===== src/rtl/dump_mon_pkg.sv =====
// Shared types and result codes for the dump_on pulse monitor.
package dump_mon_pkg;

  typedef enum logic [2:0] {
    S_IDLE,
    S_ARM,
    S_WAIT_RISE,
    S_MEAS_ON,
    S_MEAS_OFF,
    S_DONE
  } state_e;

  localparam logic [2:0] ERR_NONE        = 3'd0;
  localparam logic [2:0] ERR_ON_SHORT    = 3'd1;
  localparam logic [2:0] ERR_ON_LONG     = 3'd2;
  localparam logic [2:0] ERR_OFF_SHORT   = 3'd3;
  localparam logic [2:0] ERR_OFF_LONG    = 3'd4;
  localparam logic [2:0] ERR_TIMEOUT     = 3'd5;
  localparam logic [2:0] ERR_HIGH_AT_ARM = 3'd6;

endpackage


===== src/rtl/dump_edge_sync.sv =====
// Synchroniser for dump_on plus registered level/rise/fall, all three aligned
// to the same cycle so the FSM sees a consistent view of the waveform.
module dump_edge_sync #(
  parameter int SYNC_STAGES = 2
) (
  input  logic clk_sys,
  input  logic rst,
  input  logic din,
  output logic level,
  output logic rise,
  output logic fall
);

  logic synced;

  generate
    if (SYNC_STAGES == 0) begin : g_nosync
      assign synced = din;
    end else begin : g_sync
      logic [SYNC_STAGES-1:0] sync_q;

      // Plain flop chain into the clk_sys domain.
      always_ff @(posedge clk_sys) begin
        if (rst) begin
          sync_q <= '0;
        end else begin
          sync_q[0] <= din;
          for (int i = 1; i < SYNC_STAGES; i++) sync_q[i] <= sync_q[i-1];
        end
      end

      assign synced = sync_q[SYNC_STAGES-1];
    end
  endgenerate

  // Edge-detect stage: level is the delayed copy, so rise/fall line up with it.
  always_ff @(posedge clk_sys) begin
    if (rst) begin
      level <= 1'b0;
      rise  <= 1'b0;
      fall  <= 1'b0;
    end else begin
      level <= synced;
      rise  <= synced & ~level;
      fall  <= ~synced & level;
    end
  end

endmodule


===== src/rtl/dump_on_monitor.sv =====
// Receive-side checker for the dump_on pulse protocol: arms on state_start,
// measures every on/off phase against limits, counts pulses, reports done.
module dump_on_monitor
  import dump_mon_pkg::*;
#(
  parameter int CNT_W       = 16,
  parameter int EXP_PULSES  = 4,
  parameter int MIN_ON      = 10,
  parameter int MAX_ON      = 200,
  parameter int MIN_OFF     = 10,
  parameter int MAX_OFF     = 200,
  parameter int TIMEOUT     = 1000,
  parameter int SYNC_STAGES = 2
) (
  input  logic             clk_sys,
  input  logic             rst,
  input  logic             state_start,
  input  logic             dump_on,
  output logic             busy,
  output logic             done,
  output logic             pass,
  output logic [2:0]       err_code,
  output logic [7:0]       pulse_cnt,
  output logic [CNT_W-1:0] last_on_w,
  output logic [CNT_W-1:0] last_off_w
);

  localparam logic [CNT_W-1:0] MIN_ON_L  = CNT_W'(MIN_ON);
  localparam logic [CNT_W-1:0] MAX_ON_L  = CNT_W'(MAX_ON);
  localparam logic [CNT_W-1:0] MIN_OFF_L = CNT_W'(MIN_OFF);
  localparam logic [CNT_W-1:0] MAX_OFF_L = CNT_W'(MAX_OFF);
  localparam logic [CNT_W-1:0] TMO_L     = CNT_W'(TIMEOUT);
  localparam logic [7:0]       EXP_L     = 8'(EXP_PULSES);

  logic level, rise, fall;

  dump_edge_sync #(.SYNC_STAGES(SYNC_STAGES)) u_sync (
    .clk_sys (clk_sys),
    .rst     (rst),
    .din     (dump_on),
    .level   (level),
    .rise    (rise),
    .fall    (fall)
  );

  state_e           state;
  logic             start_q;
  logic [CNT_W-1:0] len, timer;
  logic [CNT_W-1:0] len_inc, timer_inc;
  logic [7:0]       pulse_inc;
  logic             start_rise;
  logic             fin;
  logic [2:0]       fin_code;

  assign start_rise = state_start & ~start_q;
  assign len_inc    = (len == '1) ? len : len + 1'b1;
  assign timer_inc  = (timer == '1) ? timer : timer + 1'b1;
  assign pulse_inc  = pulse_cnt + 8'd1;

  // Decide whether this cycle ends the check, and with which code.
  always_comb begin
    fin      = 1'b0;
    fin_code = ERR_NONE;
    case (state)
      S_ARM: begin
        if (level) begin
          fin      = 1'b1;
          fin_code = ERR_HIGH_AT_ARM;
        end
      end
      S_WAIT_RISE: begin
        if (!rise && timer_inc == TMO_L) begin
          fin      = 1'b1;
          fin_code = ERR_TIMEOUT;
        end
      end
      S_MEAS_ON: begin
        if (fall) begin
          if (len < MIN_ON_L) begin
            fin      = 1'b1;
            fin_code = ERR_ON_SHORT;
          end else if (pulse_inc == EXP_L) begin
            fin      = 1'b1;
            fin_code = ERR_NONE;
          end
        end else if (len_inc > MAX_ON_L) begin
          fin      = 1'b1;
          fin_code = ERR_ON_LONG;
        end
      end
      S_MEAS_OFF: begin
        if (rise) begin
          if (len < MIN_OFF_L) begin
            fin      = 1'b1;
            fin_code = ERR_OFF_SHORT;
          end
        end else if (len_inc > MAX_OFF_L) begin
          fin      = 1'b1;
          fin_code = ERR_OFF_LONG;
        end
      end
      default: ;
    endcase
  end

  // Main FSM with registered outputs; a start rise overrides everything.
  always_ff @(posedge clk_sys) begin
    if (rst) begin
      state      <= S_IDLE;
      start_q    <= 1'b0;
      len        <= '0;
      timer      <= '0;
      busy       <= 1'b0;
      done       <= 1'b0;
      pass       <= 1'b0;
      err_code   <= ERR_NONE;
      pulse_cnt  <= '0;
      last_on_w  <= '0;
      last_off_w <= '0;
    end else begin
      start_q <= state_start;
      done    <= 1'b0;

      case (state)
        S_ARM: begin
          timer <= {{(CNT_W-1){1'b0}}, 1'b1};  // the arm cycle itself counts
          state <= S_WAIT_RISE;
        end
        S_WAIT_RISE: begin
          timer <= timer_inc;
          if (rise) begin
            state <= S_MEAS_ON;
            len   <= {{(CNT_W-1){1'b0}}, 1'b1};
          end
        end
        S_MEAS_ON: begin
          if (fall) begin
            if (len >= MIN_ON_L) begin
              last_on_w <= len;
              pulse_cnt <= pulse_inc;
              state     <= S_MEAS_OFF;
              len       <= {{(CNT_W-1){1'b0}}, 1'b1};
            end
          end else begin
            len <= len_inc;
          end
        end
        S_MEAS_OFF: begin
          if (rise) begin
            if (len >= MIN_OFF_L) begin
              last_off_w <= len;
              state      <= S_MEAS_ON;
              len        <= {{(CNT_W-1){1'b0}}, 1'b1};
            end
          end else begin
            len <= len_inc;
          end
        end
        S_DONE:  state <= S_IDLE;
        default: ;
      endcase

      if (fin) begin
        state    <= S_DONE;
        done     <= 1'b1;
        busy     <= 1'b0;
        err_code <= fin_code;
        pass     <= (fin_code == ERR_NONE);
      end

      if (start_rise) begin
        state      <= S_ARM;
        busy       <= 1'b1;
        done       <= 1'b0;
        pass       <= 1'b0;
        err_code   <= ERR_NONE;
        len        <= '0;
        timer      <= '0;
        pulse_cnt  <= '0;
        last_on_w  <= '0;
        last_off_w <= '0;
      end
    end
  end

endmodule


===== config.mk =====
export PLATFORM = sky130hd
export DESIGN_NAME = dump_on_monitor
export DESIGN_NICKNAME = d
export VERILOG_FILES = /design/src/rtl/dump_mon_pkg.sv /design/src/rtl/dump_edge_sync.sv /design/src/rtl/dump_on_monitor.sv
export SDC_FILE = /design/constraint.sdc
export NUM_CORES = 1
export LEC_CHECK = 0
export CORE_MARGIN = 2
export CORE_UTILIZATION = 55
export CTS_CLUSTER_DIAMETER = 120
export DETAILED_ROUTE_END_ITERATION = 8
export PLACE_DENSITY = 0.77
export REMOVE_ABC_BUFFERS = 1
export SYNTH_ARGS = -nofsm -noshare
export SYNTH_HDL_FRONTEND = slang
export SYNTH_HIERARCHICAL = 1
export SYNTH_SLANG_ARGS = --single-unit

===== constraint.sdc =====
create_clock -name clk_sys -period 5.12 [get_ports clk_sys]
set_clock_uncertainty 0.1 [all_clocks]
set_input_delay 0.512 -clock clk_sys [delete_from_list [all_inputs] [get_ports clk_sys]]
set_output_delay 0.512 -clock clk_sys [all_outputs]
set_load 0.02 [all_outputs]

==> results of run 1 <==
-- report_power, final --
part / internal, W / total [W] / switching (W)
sequential: 0.000680 / 0.000686 / 0.00000610
combinational: 0.0000159 / 0.0000505 / 0.0000345
clock: 0.000265 / 0.000513 / 0.000248
-- sequential cells by signal, summed over array words and instances (netlist names) --
| signal | count |
|---|---|
| busy | 1 |
| done | 1 |
| err_code | 3 |
| last_off_w | 16 |
| last_on_w | 16 |
| len | 16 |
| pass | 1 |
| pulse_cnt | 8 |
| start_q | 1 |
| state | 3 |
| timer | 16 |
| u_sync/fall | 1 |
| u_sync/g_sync.sync_q | 2 |
| u_sync/level | 1 |
| u_sync/rise | 1 |
-- logic make-up after synthesis --
family,Yosys count,share of synthesized area [%]
compound gates,139,19.1
xor+xnor,19,3.58
fa+ha+maj,4,1.08
buf+inv,55,5.30
flops,87,37.5
mux,16,3.47
simple gates,268,30.0
-- cells in the final DEF, fill, tap and decap left out, drive strengths merged, types with 5 or more instances in the layout --
| master | count |
|---|---|
| mux2i | 15 |
| nand2 | 69 |
| nor2b | 14 |
| nand3 | 24 |
| clkbuf | 12 |
| nor3 | 21 |
| a22oi | 5 |
| inv | 6 |
| clkdlybuf4s50 | 49 |
| nand4 | 17 |
| a21oi | 58 |
| o211ai | 6 |
| o21ai | 24 |
| xor2 | 12 |
| or3 | 6 |
| a311oi | 6 |
| nor2 | 70 |
| nand2b | 8 |
| a21o | 5 |
| a211oi | 7 |
| nor4 | 11 |
| xnor2 | 7 |
| a31oi | 8 |
| dfxtp | 87 |
-- worst max-delay path, cell delays in order, from the launching register on --
cell and delay [ps]:
dfxtp_1 530, ha_1 270, nand3_1 290, nor4_1 420, mux2_2 390, nor2_1 110
nand4_1 150, a221oi_1 450, nor2_1 90, a41o_1 220
-- cell type report --
class | count | area (sq um)
clock buffers | 12 | 165
clock inverters | 4 | 52.6
fillers | 745 | 2930
inverters | 6 | 22.5
multi-input cells | 446 | 2660
flip-flops and latches | 87 | 1740
well taps | 105 | 131
repair buffers | 52 | 513
-- through the flow --
stage               total power, W  util, %  cells
detailed placement        0.000753     61.7    696
floorplan                 0.000733        -    539
CTS                        0.00126     64.4    712
global route               0.00130     64.4    712
global placement          0.000751     61.7    696
finish                     0.00125     64.4    712
-- per-layer routing --
| layer | vias up | share of wire (%) | wire (um) | GRT usage, % |
|---|---|---|---|---|
| li1 | 2133 | - | - | - |
| met1 | 2037 | 47 | 5270 | 35.9 |
| met2 | 141 | 45 | 5010 | 38.9 |
| met3 | 18 | 6.0 | 663 | 6.42 |
| met4 | 0 | 1.7 | 185 | 8.33 |
| met5 | - | 0 | 0 | 0 |
-- worst paths after layout --
| kind | start | end | slack, ps | cells after the start |
|---|---|---|---|---|
| worst max register to register | len[1] | err_code[1] | 1990 | 9 |
| worst min register to register | u_sync/g_sync.sync_q[0] | u_sync/g_sync.sync_q[1] | 340 | 1 |
| worst min-delay path | u_sync/g_sync.sync_q[0] | u_sync/g_sync.sync_q[1] | 340 | 1 |
| worst max-delay path | len[1] | err_code[1] | 1990 | 9 |
==> results.sh, run 1 <==
export IMPL_core_area_sq_um=8220
export IMPL_drcViolationCount=0
export IMPL_pre_cts_ws_ps=2040
export IMPL_rsz0062_at_grt="false"
export IMPL_status="complete, no violations"
export IMPL_vias_per_cell=6.08
export IMPL_synth_top_area_cell="dfxtp_1"
export IMPL_grt_max_degree=61
export IMPL_synth_top_area_share_pct=37.5
export IMPL_tightest_slew_ps=1210
export IMPL_drive_above_1_share_pct=6.26
export IMPL_post_cts_resized=0
export IMPL_start_util_pct=56.6
export IMPL_hold_slack_ps=344
export IMPL_synth_seq_cells=87
export IMPL_synth_commonest_cells="dfxtp_1, nand2_1, nor2_1"
export IMPL_clock_latency_ps=360
export IMPL_antenna_cells=0
export IMPL_portBuffers=49
export IMPL_hold_viol=0
export IMPL_hold_path_class="reg2reg"
export IMPL_wl_per_cell_um=15.6
export IMPL_clock_fmax_ghz=0.320
export IMPL_clock_sinks=87
export IMPL_antenna_found_initial=0
export IMPL_drtIter0Drc=346
export IMPL_period_minus_slack_ps=3130
export IMPL_first_global_vias=3904
export IMPL_cts_root_buf="clkbuf_8"
export IMPL_synth_edf_count=0
export IMPL_end_kind="register"
export IMPL_crit_path_max_fanout=9
export IMPL_mappedNetlistArea_sq_um=4650
export IMPL_nNetsFinal=610
export IMPL_synth_warnings=6
export IMPL_ant_nets=0
export IMPL_synth_flop_cell="dfxtp_1"
export IMPL_placed_area_sq_um=5070
export IMPL_vias=4329
export IMPL_dp_final_hpwl_mm=7.57
export IMPL_p_leak_nw=1.80
export IMPL_dieArea_sq_um=9210
export IMPL_critPathLaunchType="register"
export IMPL_grt_ovfl_total=0
export IMPL_htree_levels=3
export IMPL_clockBufferDepth=2
export IMPL_drtPass1Iterations=7
export IMPL_setup_tns_ps=0
export IMPL_required_ps=5270
export IMPL_cts_made_buffers=9
export IMPL_period_share_pct=61.1
export IMPL_post_synth_top_count_cell="dfxtp_1"
export IMPL_areaGrowthSynthToFinish_pct=13.8
export IMPL_ctsHoldBuffers=0
export IMPL_cap_violations=0
export IMPL_critical_path_class="reg2reg"
export IMPL_grt_pass1_wl_mm=18.8
export IMPL_cp_arrival_ps=3280
export IMPL_ys_seq_area_share_pct=37.5
export IMPL_ioPinCount=50
export IMPL_routed_wl_mm=11.1
export IMPL_fp_row_count=33
export IMPL_cts_clk_slew_worst_paths_ps=80
export IMPL_ys_async_sr_fraction_pct=0
export IMPL_fin_ws_ps=1990
export IMPL_post_cts_setup_buffers=0
export IMPL_slew_headroom_pct=19.0
export IMPL_setup_violations=0
export IMPL_gp_congestion=0.922
export IMPL_die_w_um=95.9
export IMPL_cts_tree="yes"
export IMPL_drv_slew=0
export IMPL_design_area_sq_um=5290
export IMPL_die_height_um=95.9
export IMPL_grt_usage_pct=25.7
export IMPL_syn_area_per_cell_sq_um=7.91
export IMPL_ys_top_cells_by_area="dfxtp_1, a21oi_1, nand2_1"
export IMPL_peakVddDrop_mv=0.170
export IMPL_power_density_nw_per_um2=236
export IMPL_synthCells=588
export IMPL_synth_distinct_cells=64
(Power assumes the default switching activity.)
==> run 2: changes to the inputs <==
--- a/config.mk
+++ b/config.mk
@@ -6,10 +6,10 @@
 export NUM_CORES = 1
 export LEC_CHECK = 0
 export CORE_MARGIN = 2
-export CORE_UTILIZATION = 55
+export CORE_UTILIZATION = 51
 export CTS_CLUSTER_DIAMETER = 120
 export DETAILED_ROUTE_END_ITERATION = 8
-export PLACE_DENSITY = 0.77
+export PLACE_DENSITY = 0.75
 export REMOVE_ABC_BUFFERS = 1
 export SYNTH_ARGS = -nofsm -noshare
 export SYNTH_HDL_FRONTEND = slang
==> constraint.sdc (replaced) <==
create_clock -name clk_sys -period 2.7 [get_ports clk_sys]
set_clock_uncertainty 0.1 [all_clocks]
set_input_delay 0.27 -clock clk_sys [delete_from_list [all_inputs] [get_ports clk_sys]]
set_output_delay 0.27 -clock clk_sys [all_outputs]
set_load 0.02 [all_outputs]
==> run 2 against run 1 <==
  * First-iteration DRC count increased by 16%
  * Register-to-register slack got worse by 1900 ps
  * Design area increased by 6.4%
  * Combinational power increased by 130%
  * Critical path depth increased by 1
  * Utilization decreased by 0.13 points
  * Sequential cell count unchanged
  * Worst hold slack improved by 5.4 ps
  * Fmax increased by 21%
  * Sequential share of layout area decreased by 2.0 points
  * Power increased by 89%
  * Non-clock buffer count increased by 42
==> results.sh, run 2 (synthesis results as in run 1) <==
export IMPL_tightest_slew_ps=700
export IMPL_gp_congestion=0.995
export IMPL_nNetsFinal=652
export IMPL_slew_headroom_pct=53.1
export IMPL_die_w_um=99.5
export IMPL_cap_violations=0
export IMPL_cts_tree="yes"
export IMPL_final_cell_mix="dfxtp_1, nor2_1, nand2_1"
export IMPL_drv_slew=0
export IMPL_p_total_w=0.00236
export IMPL_status="complete, no violations"
export IMPL_grt_usage_pct=25.5
export IMPL_hold_path_class="reg2reg"
export IMPL_setup_violations=0
export IMPL_htree_levels=3
export IMPL_grt_max_degree=43
export IMPL_drcViolationCount=0
export IMPL_fin_ws_ps=121
export IMPL_fp_row_count=34
export IMPL_dp_cells=739
export IMPL_cp_top_family="simple AND/OR/NAND/NOR gates"
export IMPL_grt_ovfl_total=0
export IMPL_hold_slack_ps=349
export IMPL_fin_util_pct=64.2
export IMPL_core_area_sq_um=8760
export IMPL_drive_above_1_share_pct=13.1
export IMPL_critPathLaunchType="register"
export IMPL_peakVddDrop_mv=0.276
export IMPL_cp_arrival_ps=2750
export IMPL_grt_pass1_wl_mm=20.8
export IMPL_clock_sinks=87
export IMPL_cts_clk_slew_worst_paths_ps=90
export IMPL_routed_wl_mm=12.3
export IMPL_clockBufferDepth=2
export IMPL_drtPass1Iterations=5
export IMPL_p_switching_w=0.000589
export IMPL_pre_cts_ws_ps=141
export IMPL_power_density_nw_per_um2=418
export IMPL_cpPeakStageDelay_ps=410
export IMPL_slowest_stage="a221oi_1"
export IMPL_p_seq_share_pct=54.9
export IMPL_critPathMostFrequentCell="nor2_1"
export IMPL_p_leak_nw=2.02
export IMPL_antenna_cells=0
export IMPL_ctsHoldBuffers=0
export IMPL_required_ps=2870
export IMPL_cp_cell_sequence="ha_1 -> nand3_1 -> buf_4 -> nor3_1 -> xor2_1 -> nor2_1 -> nand4_1 -> a221oi_1 -> nor2_1 -> a41o_1"
export IMPL_crit_path_max_fanout=6
export IMPL_dp_final_hpwl_mm=8.59
export IMPL_antenna_found_initial=0
export IMPL_hold_viol=0
export IMPL_wl_per_cell_um=16.3
export IMPL_die_height_um=99.5
export IMPL_start_util_pct=53.1
export IMPL_first_global_vias=4269
export IMPL_swShare_pct=25.0
export IMPL_p_clk_share_pct=40.2
export IMPL_critical_path_class="reg2reg"
export IMPL_p_comb_share_pct=4.9
export IMPL_end_kind="register"
export IMPL_clock_latency_ps=370
export IMPL_vias_per_cell=6.01
export IMPL_vias=4548
export IMPL_areaGrowthSynthToFinish_pct=21.1
export IMPL_p_int_w=0.00177
export IMPL_portBuffers=49
export IMPL_clock_fmax_ghz=0.388
export IMPL_period_share_pct=95.5
export IMPL_cp_num_buf_inv=1
export IMPL_dieArea_sq_um=9900
export IMPL_cts_made_buffers=9
export IMPL_cts_root_buf="clkbuf_8"
export IMPL_layout_cells_non_filler=757
export IMPL_ioPinCount=50
export IMPL_ant_nets=0
export IMPL_drtIter0Drc=401
export IMPL_period_minus_slack_ps=2580
export IMPL_layout_commonest_cell="dfxtp_1"
==> run 2: area by class of cell <==
cell class	instances	area, sq um
fill	762	3130
multi-input combinational	446	2690
sequential	87	1740
timing repair buffer	94	841
tap	108	135
clock buffer	9	124
clock inverter	7	77.6
inverter	6	22.5
==> run 2: path summary, 6_finish.rpt <==
path                                start          end  slack (ps)  depth (start not counted)
setup / recovery                   len[0]  err_code[1]         120                         10
hold / removal    u_sync/g_sync.sync_q[1]  u_sync/fall         350                          1
setup reg to reg                   len[0]  err_code[1]         120                         10
hold reg to reg   u_sync/g_sync.sync_q[1]  u_sync/fall         350                          1
==> run 2: per-layer routing <==
metal  up-vias  routed length [um]  global-route usage, %
met4         0                 275                   8.85
met5         -                   0                      0
li1       2211                   -                      -
met1      2119                5590                   36.5
met2       188                5520                   39.2
met3        30                 943                   4.01
==> run 2: what timing repair did <==
| item | CTS | global route |
|---|---|---|
| gates resized for setup | 0 | 5 |
| setup buffers | 0 | 2 |
| setup endpoints to repair | 0 | 5 |
==> run 2: through the flow <==
step / setup TNS (ps) / area (sq um)
after floorplan: -562 / 4430
after global placement: 0 / 5390
after detailed placement: 0 / 5390
after CTS: 0 / 5590
after global routing: -9.84 / 5630
final: 0 / 5630
==> run 2: power by group through the flow <==
stage	Clock (W)	Combinational, W	Sequential, W
6_report	0.000947	0.000115	0.00129
2_1_floorplan	0	0.0000596	0.00133
3_3_place_gp	0	0.000112	0.00132
5_1_grt	0.00102	0.000126	0.00130
3_5_place_dp	0	0.000113	0.00132
4_1_cts	0.000969	0.000114	0.00129
==> patch 1 (settings of run 2) <==
Re-encode `state_e` (6 states) as one-hot, 6 bits wide.
--- a/src/rtl/dump_mon_pkg.sv
+++ b/src/rtl/dump_mon_pkg.sv
@@ -1,13 +1,13 @@
 // Shared types and result codes for the dump_on pulse monitor.
 package dump_mon_pkg;
 
-  typedef enum logic [2:0] {
-    S_IDLE,
-    S_ARM,
-    S_WAIT_RISE,
-    S_MEAS_ON,
-    S_MEAS_OFF,
-    S_DONE
+  typedef enum logic [5:0] {
+    S_IDLE      = 6'b000001,
+    S_ARM       = 6'b000010,
+    S_WAIT_RISE = 6'b000100,
+    S_MEAS_ON   = 6'b001000,
+    S_MEAS_OFF  = 6'b010000,
+    S_DONE      = 6'b100000
   } state_e;
 
   localparam logic [2:0] ERR_NONE        = 3'd0;
Check against the original RTL: no difference found for any inputs over 10 cycles, from zero or initial values and one cycle with rst high; not proved beyond that.
==> patch 1 against run 2 <==
  * Total power rose by 4.9%
  * Sequential cell count rose by 3
  * Via count rose by 0.40%
  * Non-clock buffer count up 15
  * Wire length is 0.58% lower
  * Final area up 6.5%
  * Area after synthesis is 2.6% higher
  * Global-route usage fell by 1.6 points
  * Count of clock-buffer cells in the layout increased by 1
  * Setup slack lost 80 ps
  * Cell count is 1.2% higher
  * Sequential share of layout area decreased by 0.58 points
  * Critical path type unchanged
  * Critical endpoint is now state[4]
  * Highest routed layer unchanged
==> patch 1: results (changes against run 2) <==
* Yosys cell types at 68 (was 64)
* Crit path largest cell delay at 410 ps (about the same)
* Critical Path Slowest Stage Cell: nor4_2 (was a221oi_1)
* HPWL Detailed at 8430 um (was 8590 um)
* Nets at 658 (was 652)
* Outcome: complete, no violations (unchanged)
* Clock buffers created by TritonCTS at 9 (unchanged)
* Final Non-Filler Cells at 766 (was 757)
* CTS H-tree lvls at 3 (unchanged)
* Slew Limit Headroom at 0.534 (was 0.531)
* Vias in the first global route at 4,143 (was 4,269)
* Ys Warns at 6 (unchanged)
* Final wirelength at 12,300 um (about the same)
* Final WS setup at 40.7 ps (was 121 ps)
* Worst r2r dst: state[4] (was err_code[1])
* Leakage at 2.22 nW (was 2.02 nW)
* Synth top area cells: dfxtp_1 38%, mux2i_1 7.6%, nor2_1 7.1% (was dfxtp_1 37%, a21oi_1 6.1%, nand2_1 5.6%)
* Hold Crit Start: u_sync/g_sync.sync_q[1] (unchanged)
* PortBufs at 49 (unchanged)
* Share of layout cells above drive strength 1 at 0.191 (was 0.131)
* Hold buffers post-CTS at 0 (unchanged)
* Avg Inst Size Synth at 8.41 um2 (was 7.91 um2)
* Fillers at 766 (was 762)
* Crit-path max FO at 4 (was 6)
* Vias per inst at 5.96 (was 6.01)
* Pre-CTS WS at -1.76 ps (was 141 ps)
* Hold Crit Depth at 1 (unchanged)
* Starting DRT DRC Count at 333 (was 401)
* CTS max path bufs at 2 (unchanged)
* CP Launch Point: len[0] (unchanged)
* Worst Hold Class: register to register (unchanged)
* Sequential area share after synthesis at 0.378 (was 0.375)
* Drt pass-1 iters at 5 (unchanged)
* Initial antenna violation count at 0 (unchanged)
* VDD IR-drop max at 0.339 mV (was 0.276 mV)
* Pint at 0.00191 W (was 0.00177 W)
* Placed Area at 0.00559 mm2 (was 0.00539 mm2)
* Synth cell count leaders: 90 x dfxtp_1, 90 x nor2_1, 52 x nand2_1 (was 87 x dfxtp_1, 69 x nand2_1, 69 x nor2_1)
* Worst Setup Path Type: register to register (unchanged)
* Overall routing resource usage at 0.239 (was 0.255)
* Clk slew on worst S/H paths at 80 ps
* Largest net degree at the start of global routing at 31 (was 43)
* Clk Latency, worst-skew pair at 370 ps (about the same)
* DP Cell Count at 742 (was 739)
* Arrival time at the worst endpoint at 2850 ps (was 2750 ps)
* Final Wtd Congestion at 1.03 (was 0.995)
* Clock Tree Root: clkbuf_8 (unchanged)
* First-pass GRT wire length at 19,600 um (was 20,800 um)
patch 1: cell count changes in the layout (fill, tap and decap cells not counted), moves of 6 or more:
cell      change
buf_4         +9
dfxtp_2       +8
mux2i_1      +21
a21oi_1      -22
dfxtp_1       -7
o211ai_1      -6
nor2_1       +19
xor2_1        -7
nand2_1      -16
and3_1        +8
patch 1: cell families (layout without fill, tap and decap cells):
kind of cell	count (synthesis)	count (layout)	synth area share
and+or+nand+nor	264	264	0.288
AOI/OAI and AO/OA	117	117	0.167
DFF	90	90	0.378
buffers and inverters	42	130	0.0546
muxes	38	38	0.0810
xor gates and xnor gates	12	12	0.0220
adders and majority gates	4	4	0.0105
patch 1: cell type report:
type                            count  share of cell area
Sequential cell                    90               0.303
Timing Repair Buffer              109               0.166
Multi-Input combinational cell    435               0.467
Clock inverter                      6              0.0146
Tap cell                          111              0.0232
Clock buffer                       10              0.0230
Inverter                            5             0.00313
patch 1: per-layer routing:
metal  vias to the layer above  track usage  routed length, um
li1                       2204            -                  -
met1                      2172        0.335               5760
met2                       168        0.373               5640
met3                        22       0.0347                647
met4                         0       0.0917                204
met5                         -            0                  0
patch 1: worst min path at each step:
stage	slack, ps	end
after detailed placement	330	u_sync/fall
after global routing	350	u_sync/g_sync.sync_q[0]
after CTS	340	u_sync/g_sync.sync_q[0]
after global placement	320	u_sync/fall
after floorplan	240	start_q
final	350	u_sync/fall
patch 1: power groups by stage:
stage / combinational, W / sequential, W / clock, W
3_3_place_gp: 0.0000883 / 0.00137 / 0
6_report: 0.0000912 / 0.00134 / 0.00104
5_1_grt: 0.0000986 / 0.00134 / 0.00110
3_5_place_dp: 0.0000891 / 0.00137 / 0
2_1_floorplan: 0.0000430 / 0.00137 / 0
4_1_cts: 0.0000897 / 0.00134 / 0.00106
patch 1: through the flow:
step	hold slack (ps)	utilization
after floorplan	242	-
after global placement	323	0.611
after detailed placement	331	0.611
after CTS	344	0.636
after global routing	355	0.655
final	350	0.655
patch 1: critical path: cells and delay by family (launching register included):
| kind | cells | cell delay (ps) |
|---|---|---|
| DFF | 1 | 390 |
| and+or+nand+nor | 5 | 1240 |
| AOI/OAI and AO/OA | 3 | 610 |
| buffers and inverters | 2 | 250 |
patch 1: repair_timing:
item	CTS	global route
pin swaps	1	12
resized for setup	3	30
setup buffers	0	8
hold endpoints to repair	0	0
endpoints found under the setup margin	6	26
==> patch 2 (flow settings as in run 2) <==
Made on the original files. `TIMEOUT`: 1000 -> 512.
--- a/src/rtl/dump_on_monitor.sv
+++ b/src/rtl/dump_on_monitor.sv
@@ -9,7 +9,7 @@
   parameter int MAX_ON      = 200,
   parameter int MIN_OFF     = 10,
   parameter int MAX_OFF     = 200,
-  parameter int TIMEOUT     = 1000,
+  parameter int TIMEOUT     = 512,
   parameter int SYNC_STAGES = 2
 ) (
   input  logic             clk_sys,
Behaviour: no difference found for any inputs over 10 cycles, from zero or initial values and one cycle with rst high; that may be too few to reach the edited logic, so the function may still have changed.
==> patch 2 against run 2 <==
  * Final area is 3.4% higher
  * Setup slack worse by 110 ps
  * Highest routed layer unchanged
  * Total power is 1.6% higher
  * Sequential cell count stayed put
  * Area after synthesis is 1.0% higher
  * Wire length is 7.4% higher
  * Non-clock buffer count is 8 higher
  * Clock power is 3.9% higher
==> patch 2: results (changes against run 2) <==
* Largest net degree at the start of global routing at 43 (unchanged)
* PortBufs at 49 (unchanged)
* HPWL Detailed at 9070 um (was 8590 um)
* Ant diodes at 0 (unchanged)
* Vias at 4,779 (was 4,548)
* Synth top area cells: dfxtp_1 37%, nand2_1 9.3%, a21oi_1 7.0% (was dfxtp_1 37%, a21oi_1 6.1%, nand2_1 5.6%)
* Clock share of power at 0.411 (was 0.402)
* Crit-path max FO at 8 (was 6)
* Worst-Margin Slew at 825 ps (was 700 ps)
* Post-synthesis adder-cell area fraction at 0.0107 (was 0.0108)
* VDD IR-drop max at 0.238 mV (was 0.276 mV)
* Worst Setup Path Type: register to register (unchanged)
* Area fraction in compound gates after synthesis at 0.232 (was 0.191)
* Clk Latency, worst-skew pair at 360 ps
* Hold Crit Start: u_sync/g_sync.sync_q[1] (unchanged)
* Worst Hold Class: register to register (unchanged)
* DP Cell Count at 775 (was 739)
* Asr flop ratio synth at 0 (unchanged)
* Sw power at 0.000560 W (was 0.000589 W)
* Synth cell count leaders: 116 x nand2_1, 87 x dfxtp_1, 66 x a21oi_1 (was 87 x dfxtp_1, 69 x nand2_1, 69 x nor2_1)
* Outcome: complete, no violations (unchanged)
* XOR/XNOR Fraction of Synth Area at 0.0317 (was 0.0358)
* Yosys cell types at 72 (was 64)
* Post-synth EDFFs at 0 (unchanged)
* CP Launch Point: len[0] (unchanged)
* Layout area overhead at 23.9% (was 21.1%)
* Starting DRT DRC Count at 354 (was 401)
* Arrival time at the worst endpoint at 2860 ps (was 2750 ps)
* Critical Path Slowest Stage Cell: or4_4 (was a221oi_1)
* Mux cell area share after synthesis at 0.00240 (was 0.0347)
* First-pass GRT wire length at 21,100 um (was 20,800 um)
* Final Wtd Congestion at 0.939 (was 0.995)
* Nets at 686 (was 652)
* Syn Inst Count at 616 (was 588)
* Yosys top cell area share at 0.371 (was 0.375)
* Register share of total power at 0.542 (was 0.549)
* Fillers at 841 (was 762)
* Overall routing resource usage at 0.261 (was 0.255)
* WL/cell at 16.7 um (was 16.3 um)
* Placed Area at 0.00549 mm2 (was 0.00539 mm2)
* Sequential area share after synthesis at 0.371 (was 0.375)
* Pre-CTS WS at -57.8 ps (was 141 ps)
* Final Non-Filler Cells at 794 (was 757)
* Initial antenna violation count at 0 (unchanged)
* Share of layout cells above drive strength 1 at 0.154 (was 0.131)
* Crit path largest cell delay at 590 ps (was 410 ps)
* Pwr dens at 411 mW/mm2 (was 418 mW/mm2)
* Hold Crit Depth at 1 (unchanged)
* Drt pass-1 iters at 5 (unchanged)
* Ys Warns at 6 (unchanged)
* Leakage at 1.91 nW (was 2.02 nW)
* Vias in the first global route at 4,307 (was 4,269)
[patch 2: final cells by class]
class                      count  area share
tap                          111      0.0239
timing repair buffer         102       0.158
clock buffer                  12      0.0284
inverter                       7     0.00451
clock inverter                 4     0.00881
multi-input combinational    471       0.477
sequential                    87       0.300
[patch 2: final timing paths]
check | to | slack (ps)
hold / removal | u_sync/fall | 340
hold reg to reg | u_sync/fall | 340
setup reg to reg | err_code[1] | 10
setup / recovery | err_code[1] | 10
[patch 2: per-layer routing]
| metal | vias to the layer above | track usage | wire length, um |
|---|---|---|---|
| li1 | 2321 | - | - |
| met1 | 2279 | 0.378 | 6320 |
| met2 | 159 | 0.406 | 6010 |
| met3 | 20 | 0.0334 | 710 |
| met4 | 0 | 0.0811 | 197 |
| met5 | - | 0 | 0 |
[patch 2: what timing repair did]
| action | CTS | global route |
|---|---|---|
| hold buffers | 0 | 0 |
| resized for setup | 3 | 16 |
| endpoints found under the setup margin | 5 | 27 |
| setup buffers | 3 | 0 |
| pin swaps | 2 | 2 |
